==> config.mk <==
export PLATFORM = sky130hd
export DESIGN_NAME = serial_subtractor
export DESIGN_NICKNAME = d
export VERILOG_FILES = /design/src/rtl/serial_subtractor.sv
export SDC_FILE = /design/constraint.sdc
export NUM_CORES = 1
export LEC_CHECK = 0
export CORE_AREA = 10 10 81 97
export DETAILED_ROUTE_END_ITERATION = 10
export DIE_AREA = 0 0 91 107
export GPL_ROUTABILITY_DRIVEN = 1
export HOLD_SLACK_MARGIN = 0.05
export SLEW_MARGIN = 20
export SYNTH_ARGS = -nofsm -noshare
export SYNTH_HDL_FRONTEND = slang
export SYNTH_SLANG_ARGS = --single-unit
==> constraint.sdc <==
create_clock -name clk -period 4.3 [get_ports clk]
set_input_delay 0.86 -clock clk [delete_from_list [all_inputs] [get_ports clk]]
set_output_delay 0.86 -clock clk [all_outputs]
set_load 0.1 [all_outputs]
==> src/rtl/serial_subtractor.sv <==
// Bit-serial WIDTH-bit subtractor: {bout, diff} = a - b - bin, one bit per clock, LSB first.
// Ports: clk, rst (async high), start/a/b/bin in; busy, done (1-cycle pulse), diff, bout out.
module serial_subtractor #(
    parameter int WIDTH = 8
) (
    input  logic             clk,
    input  logic             rst,
    input  logic             start,
    input  logic [WIDTH-1:0] a,
    input  logic [WIDTH-1:0] b,
    input  logic             bin,
    output logic             busy,
    output logic             done,
    output logic [WIDTH-1:0] diff,
    output logic             bout
);

    localparam int CW = (WIDTH > 2) ? $clog2(WIDTH) : 1;
    localparam logic [CW-1:0] LAST = CW'(WIDTH - 1);

    typedef enum logic [1:0] {
        IDLE = 2'd0,
        RUN  = 2'd1,
        DONE = 2'd2
    } state_t;

    state_t           state_q;
    logic [WIDTH-1:0] sa_q, sb_q, res_q, diff_q;
    logic [CW-1:0]    cnt_q;
    logic             brw_q, busy_q, done_q, bout_q;

    logic             d_bit;
    logic             brw_d;
    logic [WIDTH-1:0] res_d;

    // Single full-subtractor cell on the current LSBs.
    always_comb begin
        d_bit = sa_q[0] ^ sb_q[0] ^ brw_q;
        brw_d = (~sa_q[0] & sb_q[0]) | (~(sa_q[0] ^ sb_q[0]) & brw_q);
        res_d = {d_bit, res_q[WIDTH-1:1]};
    end

    always_ff @(posedge clk or posedge rst) begin
        if (rst) begin
            state_q <= IDLE;
            sa_q    <= '0;
            sb_q    <= '0;
            res_q   <= '0;
            cnt_q   <= '0;
            brw_q   <= 1'b0;
            busy_q  <= 1'b0;
            done_q  <= 1'b0;
            diff_q  <= '0;
            bout_q  <= 1'b0;
        end else begin
            done_q <= 1'b0;
            unique case (state_q)
                IDLE, DONE: begin
                    // DONE accepts start the same way IDLE does (back-to-back).
                    if (start) begin
                        sa_q    <= a;
                        sb_q    <= b;
                        brw_q   <= bin;
                        res_q   <= '0;
                        cnt_q   <= '0;
                        busy_q  <= 1'b1;
                        state_q <= RUN;
                    end else begin
                        state_q <= IDLE;
                    end
                end
                RUN: begin
                    sa_q  <= sa_q >> 1;
                    sb_q  <= sb_q >> 1;
                    brw_q <= brw_d;
                    res_q <= res_d;
                    cnt_q <= cnt_q + 1'b1;
                    // Last bit: publish result in the same edge it is formed.
                    if (cnt_q == LAST) begin
                        state_q <= DONE;
                        busy_q  <= 1'b0;
                        done_q  <= 1'b1;
                        diff_q  <= res_d;
                        bout_q  <= brw_d;
                    end
                end
                default: begin
                    state_q <= IDLE;
                    busy_q  <= 1'b0;
                end
            endcase
        end
    end

    assign busy = busy_q;
    assign done = done_q;
    assign diff = diff_q;
    assign bout = bout_q;

endmodule

==> impl_metrics.env, run 1 <==
export IMPL_dr_total_vias=1130
export IMPL_die_area_sq_um=9737
export IMPL_drive_gt1_frac=0.09884
export IMPL_report_final_slew_viol_count=0
export IMPL_holdCritPathClass="flop to flop"
export IMPL_syn_mean_instance_area_sq_um=12.28
export IMPL_path_delay_family="buffers and inverters"
export IMPL_nets=194
export IMPL_worstMarginPinSlew_ns=0.9768
export IMPL_whs_path_depth=2
export IMPL_drc_errors=0
export IMPL_cts_setup_buffers=0
export IMPL_synth_seq_cells=40
export IMPL_cp_slowest_cell="clkdlybuf4s50_1"
export IMPL_fin_setup_tns_ns=0
export IMPL_p_leak_nw=0.9752
export IMPL_grt_pass1_wl_microns=5975
export IMPL_globalplace_congestion=0.7286
export IMPL_rsz0062_at_grt="no"
export IMPL_port_buffers=30
export IMPL_fmax_mhz=377.9
export IMPL_yosysUniqueCellTypes=26
export IMPL_fin_util=0.3689
export IMPL_synthToLayoutAreaGrowth_pct=25.43
export IMPL_die_h_microns=107
export IMPL_max_cap_violations=0
export IMPL_r2r_start="state_q[0]"
export IMPL_drt_iter0_markers=45
export IMPL_crit_chain="clkdlybuf4s50_1"
export IMPL_seq_area_frac_synth=0.5698
export IMPL_htreeDepth=2
export IMPL_worst_r2r_endpoint="sa_q[2]"
export IMPL_grt_overflow_total=0
export IMPL_yosysWarnings=0
export IMPL_cp_max_fo=2
export IMPL_netlist_area_sq_um=1757
export IMPL_synth_edff_count=0
export IMPL_worstSkewPairLatency_ns=0.29
export IMPL_cts_resized=0
export IMPL_cp_arrival_ns=1.79
export IMPL_antenna_found_initial=0
export IMPL_fin_crit_sh=0.6155
export IMPL_grt_usage=0.07695
export IMPL_netlist_top_cells_count="dfrtp_1 (40), nor2_1 (11), a22o_1 (10)"
export IMPL_status="completed"
export IMPL_critPathBufInv=1
export IMPL_cts_buffers=5
export IMPL_synth_most_common_cell="dfrtp_1"
export IMPL_synth_ff_type="dfrtp_1"
export IMPL_max_stage_delay_ns=1.14
export IMPL_r2r_cells=4
export IMPL_cts_path_max_buffers=2
export IMPL_ant_nets=0
export IMPL_cp_required_ns=3.44
export IMPL_worstHoldEndpoint="busy"
export IMPL_wl_per_cell_microns=13.81
export IMPL_syn_nets=166
export IMPL_dr_pass1_iters=4
export IMPL_relSlewSlack=0.3468
export IMPL_hold_viol=0
export IMPL_setup_viol_count_final=0
export IMPL_cts_hold_buf=0
export IMPL_hpwlAfterDp_microns=2428
export IMPL_cts_tree="yes"
export IMPL_rrSetupSlack_ns=2.37
export IMPL_die_w_microns=91
export IMPL_cp_end_kind="output pin"
export IMPL_critPathLaunchType="flop"
export IMPL_power_density_nw_per_um2=826.8
export IMPL_synth_top_area_frac=0.5698
export IMPL_grt_max_degree=41
export IMPL_start_util=0.2941
export IMPL_clock_root_buffer="clkbuf_8"
export IMPL_grt_pass1_vias=1175
export IMPL_hold_start="busy"
export IMPL_peakVddDrop_v=0.0003386
export IMPL_numClockSinks=40
export IMPL_wl_microns=3507
export IMPL_ios=31
export IMPL_syn_inst=143
export IMPL_fp_row_count=31
export IMPL_clkSlewWorstSetupHoldPaths_ns=0.07
export IMPL_core_area_sq_um=5973
export IMPL_ys_top_cells_by_area="dfrtp_1 (57%), mux2_4 (5.1%), a22o_1 (5.0%)"
export IMPL_synthArstFlopShare=1.000
export IMPL_yosysTopAreaCell="dfrtp_1"
export IMPL_post_route_min_period_ns=2.646
export IMPL_n_antenna_cell=0
export IMPL_finClkSkew_ns=0.003450
export IMPL_criticalPathCategory="flop to output pin"
export IMPL_viasPerCell=4.449
-- how the worst max path moves through the flow --
stage / start / cells past startpoint / to
6_report: diff[4] / 1 / diff[4]
5_1_grt: diff[3] / 1 / diff[3]
4_1_cts: diff[7] / 1 / diff[7]
3_5_place_dp: start / 4 / sa_q[2]
3_3_place_gp: start / 4 / brw_q
2_1_floorplan: rst / 1 / bout
-- flip-flops by register name, summed over array words and instances, names as in the netlist --
name	flops
diff	8
state_q	2
sa_q	8
sb_q	8
brw_q	1
busy	1
cnt_q	3
bout	1
done	1
res_q	7
-- cell usage in the layout, fill, tap and decap left out --
cell type / instances
o21ai_1: 2
ha_1: 2
nand3b_4: 1
clkbuf_1: 1
bufinv_16: 1
o22ai_1: 9
nor2b_2: 1
inv_1: 5
nand2b_1: 2
buf_4: 2
nand2_1: 3
clkbuf_8: 5
nor2_1: 11
a211oi_1: 4
nor3_1: 8
mux2i_1: 5
clkinv_2: 1
a21oi_1: 5
o21ai_0: 3
fa_1: 1
a221o_1: 2
and3b_1: 1
nor2b_1: 5
nand3_1: 2
dfrtp_1: 40
a22o_1: 10
mux2_4: 6
mux2_1: 4
clkdlybuf4s50_1: 30
-- layer usage --
layer	global-route usage	share of wire	vias up
met3	0.04047	0.063	2
li1	-	-	569
met5	0	0	-
met2	0.1081	0.46	26
met1	0.09570	0.47	533
met4	0.03363	0.0074	0
-- where the power goes --
group          total (W)  internal (W)  switching, W
sequential      0.000674      0.000544      0.000130
clock           0.000298      0.000172      0.000126
combinational   0.000850      0.000321      0.000529
-- cells by family (layout without fill, tap and decap cells) --
family	Yosys count	count (layout)	share of synthesized area
adders and majority gates	3	3	0.02564
buffers and inverters	16	45	0.05555
AOI/OAI and AO/OA	35	35	0.1389
and+or+nand+nor	34	34	0.1047
muxes	15	15	0.1054
DFF	40	40	0.5698
-- area by class of cell --
cell class | count | area, sq um
fillers | 614 | 3770
flip-flops and latches | 40 | 1001
multi-input cells | 87 | 658.1
inverters | 5 | 18.77
repair buffers | 32 | 315.3
well taps | 82 | 102.6
clock inverters | 2 | 35.03
clock buffers | 6 | 72.57
-- per-stage QoR --
stage / instances / instance area, sq um / setup slack (ns) / hold WS (ns) / total power [W]
floorplan: 143 / 1757 / 2.522 / 0.4539 / 0.001373
global placement: 246 / 2096 / 1.491 / 0.4712 / 0.001524
detailed placement: 246 / 2096 / 1.456 / 0.4702 / 0.001543
CTS: 254 / 2203 / 1.629 / 0.4947 / 0.001844
global route: 254 / 2203 / 1.573 / 0.5054 / 0.001944
finish: 254 / 2203 / 1.654 / 0.4853 / 0.001822
Note: power is estimated with default switching activity, not from simulation.
==> run 2: changes to the inputs <==
Clock period 4.3 ns to 2.3 ns, I/O delays scaled along.
==> impl_metrics.env, run 2 (synthesized netlist as in run 1, its figures left out) <==
export IMPL_cts_setup_buffers=0
export IMPL_drt_iter0_markers=51
export IMPL_cp_required_ns=2.47
export IMPL_cp_arrival_ns=1.75
export IMPL_crit_chain="nand2b_1 -> nor2_1 -> a221o_1"
export IMPL_cts_hold_buf=0
export IMPL_worstSkewPairLatency_ns=0.29
export IMPL_fp_row_count=31
export IMPL_wl_per_cell_microns=13.95
export IMPL_core_area_sq_um=5973
export IMPL_grt_pass1_wl_microns=6327
export IMPL_post_route_min_period_ns=1.577
export IMPL_dr_total_vias=1210
export IMPL_fin_setup_tns_ns=0
export IMPL_path_delay_family="flip-flops"
export IMPL_critPathLaunchType="flop"
export IMPL_drc_errors=0
export IMPL_cp_depth=3
export IMPL_antenna_found_initial=0
export IMPL_startpoint="state_q[1]"
export IMPL_clockPowerShare=0.144
export IMPL_criticalPathCategory="flop to flop"
export IMPL_p_seq_frac=0.368
export IMPL_setup_ws_ns=0.7232
export IMPL_cts_tree="yes"
export IMPL_grt_usage=0.07811
export IMPL_worstMarginPinSlew_ns=0.4994
export IMPL_nets=198
export IMPL_worst_r2r_endpoint="brw_q"
export IMPL_critPathBufInv=0
export IMPL_hold_viol=0
export IMPL_cts_path_max_buffers=2
export IMPL_n_antenna_cell=0
export IMPL_swShare=0.4436
export IMPL_report_final_slew_viol_count=0
export IMPL_grt_pass1_vias=1273
export IMPL_hpwlAfterDp_microns=2472
export IMPL_r2r_start="state_q[1]"
export IMPL_dr_pass1_iters=4
export IMPL_globalplace_congestion=0.7229
export IMPL_cp_max_fo=13
export IMPL_holdCritPathClass="flop to flop"
export IMPL_peakVddDrop_v=0.0008389
export IMPL_rrSetupSlack_ns=0.72
export IMPL_r2r_cells=3
export IMPL_switching_power_w=0.001486
export IMPL_start_util=0.2941
export IMPL_clock_root_buffer="clkbuf_8"
export IMPL_final_common_cell="dfrtp_1"
export IMPL_power_density_nw_per_um2=1529
export IMPL_ant_nets=0
export IMPL_die_w_microns=91
export IMPL_p_leak_nw=0.9991
export IMPL_cp_slowest_cell="dfrtp_1"
export IMPL_mostFrequentLayoutCells="dfrtp_1 (40), clkdlybuf4s50_1 (19), buf_4 (17)"
export IMPL_rsz0062_at_grt="no"
export IMPL_htreeDepth=2
export IMPL_viasPerCell=4.690
export IMPL_max_cap_violations=0
export IMPL_intPower_w=0.001865
export IMPL_port_buffers=30
export IMPL_pre_cts_ws_ns=0.4712
export IMPL_wl_microns=3599
export IMPL_p_comb_frac=0.487
export IMPL_drive_gt1_frac=0.1818
export IMPL_setup_viol_count_final=0
export IMPL_die_h_microns=107
export IMPL_cts_resized=0
export IMPL_grt_overflow_total=0
export IMPL_synthToLayoutAreaGrowth_pct=24.79
export IMPL_fmax_mhz=634.2
export IMPL_crit_path_end="brw_q"
export IMPL_cp_end_kind="flop"
export IMPL_relSlewSlack=0.6670
export IMPL_die_area_sq_um=9737
export IMPL_ios=31
export IMPL_fin_crit_sh=0.6856
export IMPL_cts_buffers=5
export IMPL_clkSlewWorstSetupHoldPaths_ns=0.08
export IMPL_max_stage_delay_ns=0.64
export IMPL_status="completed"
export IMPL_finClkSkew_ns=0.009012
export IMPL_numClockSinks=40
export IMPL_grt_max_degree=41
-- run 2: changes by cell type in the layout (fill, tap and decap cells not counted), sizes merged --
cell,previous run,this run
clkbuf,6,7
clkinvlp,0,1
clkdlybuf4s50,30,19
clkinv,1,0
buf,2,17
bufinv,1,0
-- run 2: layer usage --
layer	global-route usage	up-vias	routed length, microns
li1	-	573	-
met1	0.09611	598	1644
met2	0.1204	33	1663
met3	0.02652	6	237
met4	0.03700	0	54
met5	0	-	0
-- run 2: power by group through the flow --
stage | combinational (W) | sequential [W] | clock, W
3_5_place_dp | 0.00165 | 0.00125 | 0
2_1_floorplan | 0.000845 | 0.00172 | 0
5_1_grt | 0.00178 | 0.00128 | 0.000529
6_report | 0.00163 | 0.00123 | 0.000484
4_1_cts | 0.00166 | 0.00123 | 0.000500
3_3_place_gp | 0.00163 | 0.00124 | 0
-- run 2: worst register-to-register path, stage by stage (launching register included) --
cell      delay, ns
dfrtp_1        0.64
nand2b_1       0.48
nor2_1         0.08
a221o_1        0.26
-- run 2: metrics by stage --
step	instance area [sq um]	power, W	instances	hold slack [ns]	utilization
6_report	2192	0.003351	258	0.4884	0.3670
5_1_grt	2192	0.003590	258	0.5166	0.3670
4_1_cts	2192	0.003392	258	0.4937	0.3670
3_5_place_dp	2098	0.002900	250	0.4644	0.3513
3_3_place_gp	2098	0.002866	250	0.4667	0.3513
2_1_floorplan	1757	0.002568	143	0.4539	-
-- run 2: final cells by class --
cell class,count,area (sq um)
multi-input combinational,87,658.1
tap,82,102.6
inverter,5,18.77
clock inverter,1,7.507
timing repair buffer,36,317.8
clock buffer,7,86.33
fill,627,3781
sequential,40,1001
-- run 2: worst min path at each step --
stage	from	to	slack, ns	cells past startpoint
after global placement	busy	busy	0.47	2
after floorplan	cnt_q[0]	cnt_q[0]	0.45	1
after global routing	diff[5]	diff[5]	0.52	1
after CTS	busy	busy	0.49	2
after detailed placement	busy	busy	0.46	2
final	busy	busy	0.49	2
